$ cat src/rtl/cam_cfg_seq.sv
// Camera sensor configuration sequencer: walks a per-profile register table
// and issues SCCB writes, timed delays and NACK retries until an END entry.
module cam_cfg_seq #(
  parameter int unsigned REG_AW     = 8,
  parameter int unsigned REG_DW     = 8,
  parameter int unsigned IDX_W      = 8,
  parameter int unsigned PROF_W     = 1,
  parameter int unsigned DELAY_UNIT = 24000,
  parameter int unsigned MAX_RETRY  = 3
) (
  input  logic                    i_clk,
  input  logic                    i_rstn,
  input  logic                    i_start,
  input  logic [PROF_W-1:0]       i_profile,
  output logic [PROF_W+IDX_W-1:0] o_rom_addr,
  input  logic [REG_AW+REG_DW-1:0] i_rom_data,
  output logic                    o_wr_valid,
  output logic [REG_AW-1:0]       o_wr_addr,
  output logic [REG_DW-1:0]       o_wr_data,
  input  logic                    i_wr_ready,
  input  logic                    i_wr_done,
  input  logic                    i_wr_nack,
  output logic                    o_busy,
  output logic                    o_done,
  output logic                    o_err,
  output logic [IDX_W-1:0]        o_index
);

  localparam longint unsigned DLY_MAX = ((64'd1 << REG_DW) - 64'd2) * 64'(DELAY_UNIT);
  localparam int unsigned CNT_W  = (DLY_MAX > 1) ? $clog2(DLY_MAX + 1) : 1;
  localparam int unsigned RTRY_W = (MAX_RETRY > 0) ? $clog2(MAX_RETRY + 1) : 1;

  typedef enum logic [3:0] {
    S_IDLE, S_FETCH, S_WAIT, S_DECODE, S_WRITE, S_RESP, S_DELAY, S_DONE, S_ERROR
  } state_t;

  state_t              state_q, state_nxt;
  logic [PROF_W-1:0]   prof_q, prof_nxt;
  logic [IDX_W-1:0]    idx_q, idx_nxt;
  logic [REG_AW-1:0]   addr_q, addr_nxt;
  logic [REG_DW-1:0]   data_q, data_nxt;
  logic [RTRY_W-1:0]   retry_q, retry_nxt;
  logic [CNT_W-1:0]    cnt_q, cnt_nxt;

  logic [REG_AW-1:0]   rom_a;
  logic [REG_DW-1:0]   rom_d;
  logic [CNT_W-1:0]    dly_load;
  logic                adv;

  assign rom_a    = i_rom_data[REG_AW+REG_DW-1:REG_DW];
  assign rom_d    = i_rom_data[REG_DW-1:0];
  assign dly_load = CNT_W'(rom_d) * CNT_W'(DELAY_UNIT) - CNT_W'(1);

  always_ff @(posedge i_clk or negedge i_rstn) begin
    if (!i_rstn) begin
      state_q <= S_IDLE;
      prof_q  <= '0;
      idx_q   <= '0;
      addr_q  <= '0;
      data_q  <= '0;
      retry_q <= '0;
      cnt_q   <= '0;
    end else begin
      state_q <= state_nxt;
      prof_q  <= prof_nxt;
      idx_q   <= idx_nxt;
      addr_q  <= addr_nxt;
      data_q  <= data_nxt;
      retry_q <= retry_nxt;
      cnt_q   <= cnt_nxt;
    end
  end

  always_comb begin
    state_nxt = state_q;
    prof_nxt  = prof_q;
    idx_nxt   = idx_q;
    addr_nxt  = addr_q;
    data_nxt  = data_q;
    retry_nxt = retry_q;
    cnt_nxt   = cnt_q;
    adv       = 1'b0;

    case (state_q)
      S_IDLE, S_DONE, S_ERROR: begin
        if (i_start) begin
          prof_nxt  = i_profile;
          idx_nxt   = '0;
          retry_nxt = '0;
          cnt_nxt   = '0;
          state_nxt = S_FETCH;
        end else if (state_q == S_DONE) begin
          state_nxt = S_IDLE;
        end
      end
      S_FETCH: state_nxt = S_WAIT;
      S_WAIT:  state_nxt = S_DECODE;
      S_DECODE: begin
        addr_nxt = rom_a;
        data_nxt = rom_d;
        if (rom_a == '1) begin
          if (rom_d == '1) begin
            state_nxt = S_DONE;
          end else if (rom_d == '0) begin
            adv = 1'b1;
          end else begin
            cnt_nxt   = dly_load;
            state_nxt = S_DELAY;
          end
        end else begin
          state_nxt = S_WRITE;
        end
      end
      S_WRITE: begin
        if (i_wr_ready) state_nxt = S_RESP;
      end
      S_RESP: begin
        if (i_wr_done) begin
          if (!i_wr_nack) begin
            adv = 1'b1;
          end else if (retry_q < RTRY_W'(MAX_RETRY)) begin
            retry_nxt = retry_q + RTRY_W'(1);
            state_nxt = S_WRITE;
          end else begin
            state_nxt = S_ERROR;
          end
        end
      end
      S_DELAY: begin
        if (cnt_q == '0) adv = 1'b1;
        else             cnt_nxt = cnt_q - CNT_W'(1);
      end
      default: state_nxt = S_IDLE;
    endcase

    // One shared advance path so the last-index stop applies to writes, delays and zero delays alike
    if (adv) begin
      retry_nxt = '0;
      if (idx_q == '1) begin
        state_nxt = S_DONE;
      end else begin
        idx_nxt   = idx_q + IDX_W'(1);
        state_nxt = S_FETCH;
      end
    end
  end

  assign o_rom_addr = {prof_q, idx_q};
  assign o_index    = idx_q;
  assign o_wr_addr  = addr_q;
  assign o_wr_data  = data_q;
  assign o_wr_valid = (state_q == S_WRITE);
  assign o_done     = (state_q == S_DONE);
  assign o_err      = (state_q == S_ERROR);
  assign o_busy     = !(state_q == S_IDLE || state_q == S_DONE || state_q == S_ERROR);

endmodule
$ cat config.mk
export PLATFORM = sky130hd
export DESIGN_NAME = cam_cfg_seq
export DESIGN_NICKNAME = d
export VERILOG_FILES = /design/src/rtl/cam_cfg_seq.sv
export SDC_FILE = /design/constraint.sdc
export NUM_CORES = 1
export LEC_CHECK = 0
export ABC_AREA = 1
export BUFFER_PORTS_ARGS = -buffer_cell sky130_fd_sc_hd__buf_4
export CAP_MARGIN = 10
export CORE_MARGIN = 5
export CORE_UTILIZATION = 30
export CTS_CLUSTER_SIZE = 20
export DETAILED_ROUTE_END_ITERATION = 12
export SETUP_SLACK_MARGIN = 0.4
export SLEW_MARGIN = 0
export SYNTH_ARGS = -nofsm -noshare
export SYNTH_HDL_FRONTEND = slang
export SYNTH_SLANG_ARGS = --single-unit
$ cat constraint.sdc
create_clock -name i_clk -period 1.95 [get_ports i_clk]
set_input_delay 0.39 -clock i_clk [delete_from_list [all_inputs] [get_ports i_clk]]
set_output_delay 0.39 -clock i_clk [all_outputs]
set_load 0.005 [all_outputs]
==> flow_summary.yaml, run 1 <==
layout:
  stdcell_count: 1209
  diodes: 0
  nets: 1073
  syn_to_final_growth_pct: 53.4
  drive_gt1_share_pct: 43.7
placement:
  dp_hpwl_um: 11700
  gp_congestion: 0.881
  preCtsSetupSlack_ps: -2200
  dp.cells: 1165
  io_buffers: 59
detailed_routing:
  dr.pass1.iters: 4
  drc: 0
  wl_per_cell_um: 12.9
  routed_wl_um: 15600
  ant_nets: 0
  first_iter_violations: 228
  via_count: 5626
  via_per_inst: 4.65
logic_synthesis:
  avgSynthCellArea_um2: 7.01
  synthDistinctLibCells: 44
  ys_seq_area_share_pct: 24.4
  ys_ff_latch: 54
  syn-num-nets: 885
  synth_cells: 791
  async_flop_share_pct: 100
  synth_top_area_cell: "dfrtp_1"
  synth_top_area_share_pct: 24.4
  netlist_area_um2: 5540
  synth_ff_type: "dfrtp_1"
  ys_warn_count: 0
  synthTopCellsByArea: "dfrtp_1 24%, nand2_1 13%, ha_1 11%"
  synth_edf_count: 0
global_route:
  grtUsageTotal_pct: 14.9
  use_met3_pct: 1.62
  grtUsageMet1_pct: 20.1
  grt_overflow_total: 0
  gr-usage-met2_pct: 25.9
  grt_most_used_layer: "met2"
  antenna_found_initial: 0
  grt_pass1_wl_um: 27000
  grt_pass1_vias: 5659
  grt_max_degree: 55
sta:
  worst_slew_pin_slew_ps: 760
  slew_violations: 0
  setup_viol: 15
  layout_min_cycle_time_ps: 3710
  slew_headroom_pct: 49.3
  finalHoldViolations: 0
  post-route-period-util_pct: 191
  setup_slack_ps: -1760
  grt_setup_unrepaired: "true"
  timing.fmax_mhz: 269
  skew_ps: 7.17
  hold_ws_ps: 126
floorplanning:
  rows: 49
  die_y_um: 146
  die_width_um: 146
  ios: 60
  die_area_um2: 21300
  core_um2: 18100
  start_util_pct: 30.7
power_and_ir_drop:
  p_sw_share_pct: 48.6
  p_leak_nw: 4.12
  vdd_drop_max_v: 0.000694
  power.switching_mw: 6.65
  p_per_area_nw_per_um2: 1610
  p_int_mw: 7.03
  pwr-share-comb_pct: 78.4
  seqPwrFrac_pct: 13.7
  clkPwrFrac_pct: 7.9
clocking:
  numCtsBuffers: 5
  cts_buffer_depth: 2
  clockRootBuffer: "clkbuf_16"
  clk_pin_slew_ps: 80
  numClockSinks: 54
  cts_tree: "done"
  h-tree-depth: 2
  worstSkewPairLatency_ps: 310
worst_setup_path:
  worstPathArrival_ps: 3960
  required_ps: 2190
  criticalPathCategory: "primary input to register"
  worstReg2RegStart: "state_q[3]"
  r2r_cells: 10
  start_kind: "primary input"
  rr_endpoint: "cnt_q[22]"
  rrSetupSlack_ps: -30
  worstPathMaxFanout: 5
  crit_path_end_kind: "register"
outcome:
  failed_checks: "negative setup slack"
  status: "complete, but fails checks"
min_path:
  hp-class: "primary input to async pin"
run:
  max-cap-violations: 0
[worst max path at each step]
stage / start / endpoint / cells after the start
after CTS: i_rom_data[5] / cnt_q[19] / 20
after global placement: i_rom_data[5] / cnt_q[22] / 20
after global routing: i_rom_data[3] / cnt_q[22] / 22
after detailed placement: i_rom_data[5] / cnt_q[22] / 22
after floorplan: i_rom_data[5] / cnt_q[22] / 22
final: i_rom_data[5] / cnt_q[22] / 22
[registers in the layout, summed over array words and instances, names as in the netlist]
signal / flops
retry_q: 2
cnt_q: 23
o_index: 8
prof_q: 1
o_wr_data: 8
state_q: 4
o_wr_addr: 8
[worst max-delay path: stages]
cell and delay, ps:
buf_12 100, inv_8 30, fa_2 600, fa_1 430
fa_1 460, fa_1 500, inv_2 50, ha_4 310
nand2_4 80, inv_4 70, nand2_1 50, nand2_1 80
nand2_2 70, nand3_1 110, nand2_1 60, nand2_1 80
nand2_1 60, nor2_2 120, nand2_1 60, nand2_1 50
nand3_1 70, a21oi_2 120
[per-stage QoR]
step / TNS, ps / power, mW / utilization, % / instance area (um2)
floorplan: -20270 / 7.48 / - / 5860
global placement: -30950 / 10.2 / 40.2 / 7280
detailed placement: -31790 / 10.3 / 40.2 / 7280
CTS: -20520 / 12.8 / 44.9 / 8130
global route: -24070 / 14.9 / 47.0 / 8510
finish: -20440 / 13.7 / 47.0 / 8510
[synth_stat cells, types with 3 or more instances]
cell type and count:
clkbuf_1 5, nor4_1 4, nor3_2 3, xor2_1 7, nand4_1 15, nor2_2 13, inv_2 11, nand3_1 52
inv_1 116, o21ai_1 14, nand3_2 5, nand2_1 196, nor3_1 12, nor2_1 82, nor2_4 6, o22ai_1 3
buf_4 10, ha_1 47, dfrtp_1 54, o21ai_0 42, nand2_2 10, a21oi_1 28, fa_1 24, buf_6 4
[metal layers]
metal | share of wire (%) | wire, um
met4 | 1.2 | 192
met2 | 49 | 7670
met3 | 2.6 | 404
met5 | 0 | 0
met1 | 47 | 7310
[cell usage in the layout, fill, tap and decap left out, drive strengths merged, types with 3 or more instances in the layout]
| cell | count |
|---|---|
| nor4 | 4 |
| o22ai | 3 |
| xor2 | 7 |
| a31oi | 3 |
| nand3b | 3 |
| nand3 | 57 |
| nand4 | 15 |
| inv | 127 |
| clkinvlp | 3 |
| fa | 24 |
| dfrtp | 54 |
| nand2 | 207 |
| ha | 47 |
| o211ai | 4 |
| nor3 | 15 |
| a21oi | 28 |
| buf | 202 |
| clkbuf | 5 |
| o21ai | 56 |
| nor2 | 101 |
[cell type report]
type | instances | area, um2
fillers | 1708 | 9580
multi-input cells | 587 | 4420
repair buffers | 202 | 1740
flip-flops and latches | 54 | 1350
inverters | 129 | 524
well taps | 229 | 287
clock buffers | 5 | 125
clock inverters | 3 | 48.8
[timing repair]
| action | CTS | global route |
|---|---|---|
| endpoints found under the setup margin | 41 | 43 |
| buffers inserted | 19 | 15 |
| resized for setup | 128 | 66 |
| pin swaps | 41 | 50 |
| hold buffers | 0 | 0 |
| gates cloned | 2 | 0 |
[cells by family after synthesis]
logic type,after synthesis,synth area share (%)
AND/OR/NAND/NOR,406,33.3
buffers and inverters,150,11.5
AO/OA/AOI/OAI,100,10.0
adder cells (fa/ha/maj),71,19.3
flip-flops,54,24.4
XOR/XNOR,9,1.42
multiplexers,1,0.181
[power by group through the flow]
stage | Clock (mW) | Combinational [mW] | Sequential (mW)
after global routing | 1.16 | 11.9 | 1.92
after detailed placement | 0 | 8.42 | 1.88
after CTS | 1.13 | 9.82 | 1.87
final | 1.09 | 10.7 | 1.87
after global placement | 0 | 8.36 | 1.87
after floorplan | 0 | 5.63 | 1.85
No activity file was read; power rests on OpenSTA's default activity.
==> run 2: changes to the inputs <==
- CELL_PAD_IN_SITES_DETAIL_PLACEMENT: unset -> 1
- CELL_PAD_IN_SITES_GLOBAL_PLACEMENT: unset -> 2
- CORE_UTILIZATION: 30 -> 31
- PLACE_DENSITY_LB_ADDON: unset -> 0.1
==> run 2 against run 1 <==
The flow still finishes with violations (negative setup slack). Cell area up 2.3%. Clock skew up 5.2 ps. Global-route usage up 4.2 points. Flip-flop and latch count unchanged. Setup slack worse by 64 ps. Clock power down 14%. Core utilization up 1.9 points. Final cell count up 1.1%. Non-clock buffer count up 13. Fmax down 1.7%. First-iteration DRC count down 33%. Clock-buffer cell count unchanged. Highest routed layer unchanged.
==> flow_summary.yaml, run 2 (synthesis gave the netlist of run 1 again) <==
floorplanning:
  die_area_um2: 20700
  die_width_um: 144
  ios: 60
  rows: 49
  start_util_pct: 31.2
  core_um2: 17800
  die_y_um: 144
layout:
  final_cell_mix: "171 x buf_4, 147 x nand2_1, 92 x inv_1"
  design_area_um2: 8700
  largest_reg_flops: 23
  top_register: "cnt_q"
  fillCellCount: 2151
  layout_commonest_cell: "buf_4"
  nets: 1086
  drive_gt1_share_pct: 44.3
  syn_to_final_growth_pct: 56.9
  diodes: 0
power_and_ir_drop:
  p_int_mw: 7.42
  pwr-share-comb_pct: 80.8
  vdd_drop_max_v: 0.000615
  p_sw_share_pct: 49.2
  p_per_area_nw_per_um2: 1680
  seqPwrFrac_pct: 12.8
  power.total_mw: 14.6
  clkPwrFrac_pct: 6.4
  power.switching_mw: 7.20
  p_leak_nw: 4.22
global_route:
  grt_pass1_wl_um: 31600
  antenna_found_initial: 0
  grt_pass1_vias: 6398
  grt_max_degree: 55
  grtUsageTotal_pct: 19.1
  grt_overflow_total: 0
worst_setup_path:
  r2r_cells: 17
  slowest_delay_ps: 600
  critPathBufInv: 4
  start_kind: "primary input"
  cp_cell_sequence: "buf_12, inv_6, fa_2, fa_1, fa_1, fa_1, inv_2, ha_4, nand2_4, nand2_4, nand2_2, nand2_2, inv_2, nand2_2, nand2_1, nand2_1, nor2_1, nand2_1, nor2_1, nand2_1, nand2_1, nand3_1, a21oi_1"
  crit_family: "adder cells"
  crit_path_end_kind: "register"
  worstReg2RegStart: "cnt_q[1]"
  path_common_cell: "nand2_1"
  cp_slowest_cell: "fa_2"
  criticalPathCategory: "primary input to register"
  worstPathMaxFanout: 5
  rrSetupSlack_ps: -210
  rr_endpoint: "cnt_q[10]"
  worstPathArrival_ps: 4010
  required_ps: 2180
clocking:
  h-tree-depth: 2
  numCtsBuffers: 5
  clockRootBuffer: "clkbuf_16"
  cts_tree: "done"
  holdBufCountCts: 0
  cts_buffer_depth: 2
  numClockSinks: 54
  clk_pin_slew_ps: 80
  worstSkewPairLatency_ps: 310
placement:
  placed_area_um2: 7360
  preCtsSetupSlack_ps: -2370
  gp_congestion: 0.870
  dp_hpwl_um: 15100
  io_buffers: 59
outcome:
  status: "complete, but fails checks"
  failed_checks: "negative setup slack"
detailed_routing:
  drc: 0
  wl_per_cell_um: 15.9
  via_count: 5804
  first_iter_violations: 153
  routed_wl_um: 19400
  dr.pass1.iters: 4
  ant_nets: 0
  via_per_inst: 4.75
sta:
  layout_min_cycle_time_ps: 3780
  skew_ps: 12.3
  setup_slack_ps: -1830
  finalHoldViolations: 0
  timing.fmax_mhz: 265
  slew_violations: 0
  setup_viol: 35
  post-route-period-util_pct: 194
  slew_headroom_pct: 48.3
  grt_setup_unrepaired: "true"
  worst_slew_pin_slew_ps: 775
run:
  max-cap-violations: 0
min_path:
  hp-class: "primary input to async pin"
## run 2: cell types whose count changed in the layout (fill, tap and decap cells not counted), sizes merged
cell	before	now
buf	202	215
clkinv	1	3
bufinv	1	0
inv	127	126
## run 2: worst max-delay path by stage
| stage | from | to | slack, ps | cells past startpoint |
|---|---|---|---|---|
| after floorplan | i_rom_data[5] | cnt_q[22] | -1800 | 22 |
| after global placement | i_rom_data[5] | cnt_q[22] | -2230 | 20 |
| after detailed placement | i_rom_data[5] | cnt_q[22] | -2370 | 20 |
| after CTS | i_rom_data[7] | cnt_q[21] | -1830 | 20 |
| after global routing | i_rom_data[7] | cnt_q[19] | -2000 | 20 |
| final | i_rom_data[7] | cnt_q[22] | -1830 | 23 |
## run 2: per-stage QoR
step           util (%)  setup TNS (ps)  hold slack (ps)  cells
2_1_floorplan         -          -20270             94.4    791
3_3_place_gp       41.4          -32810              457   1177
3_5_place_dp       41.4          -34520              469   1177
4_1_cts            47.3          -21840              187   1206
5_1_grt            48.9          -27590              214   1222
6_report           48.9          -23080              158   1222
## run 2: final cells by class
class | count | area, um2 | share of cell area, %
clock buffer | 5 | 125 | 1.44
clock inverter | 3 | 21.3 | 0.244
inverter | 129 | 532 | 6.11
multi-input combinational | 587 | 4500 | 51.7
sequential | 54 | 1350 | 15.5
tap | 229 | 287 | 3.29
timing repair buffer | 215 | 1890 | 21.7
## run 2: repair_timing
action	CTS	global route
resized for setup	175	35
setup buffers	18	16
hold endpoints to repair	0	0
pin swaps	69	26
setup endpoints to repair	41	42
gates cloned	3	0
## run 2: power by group through the flow
stage | Combinational, mW | Clock (mW) | Sequential (mW)
global route | 12.9 | 1.03 | 1.93
global placement | 8.71 | 0 | 1.86
finish | 11.8 | 0.942 | 1.87
floorplan | 5.63 | 0 | 1.85
CTS | 11.2 | 0.987 | 1.87
detailed placement | 8.91 | 0 | 1.88
## run 2: routing by layer
metal  GRT usage, %  routed length (um)  vias to the layer above  share of wire, %
met1           21.5                7840                     2813                40
met2           38.3               10900                       52                56
li1               -                   -                     2919                 -
met5              0                   0                        -                 0
met4           4.56                 340                        0               1.7
met3           1.80                 333                       20               1.7
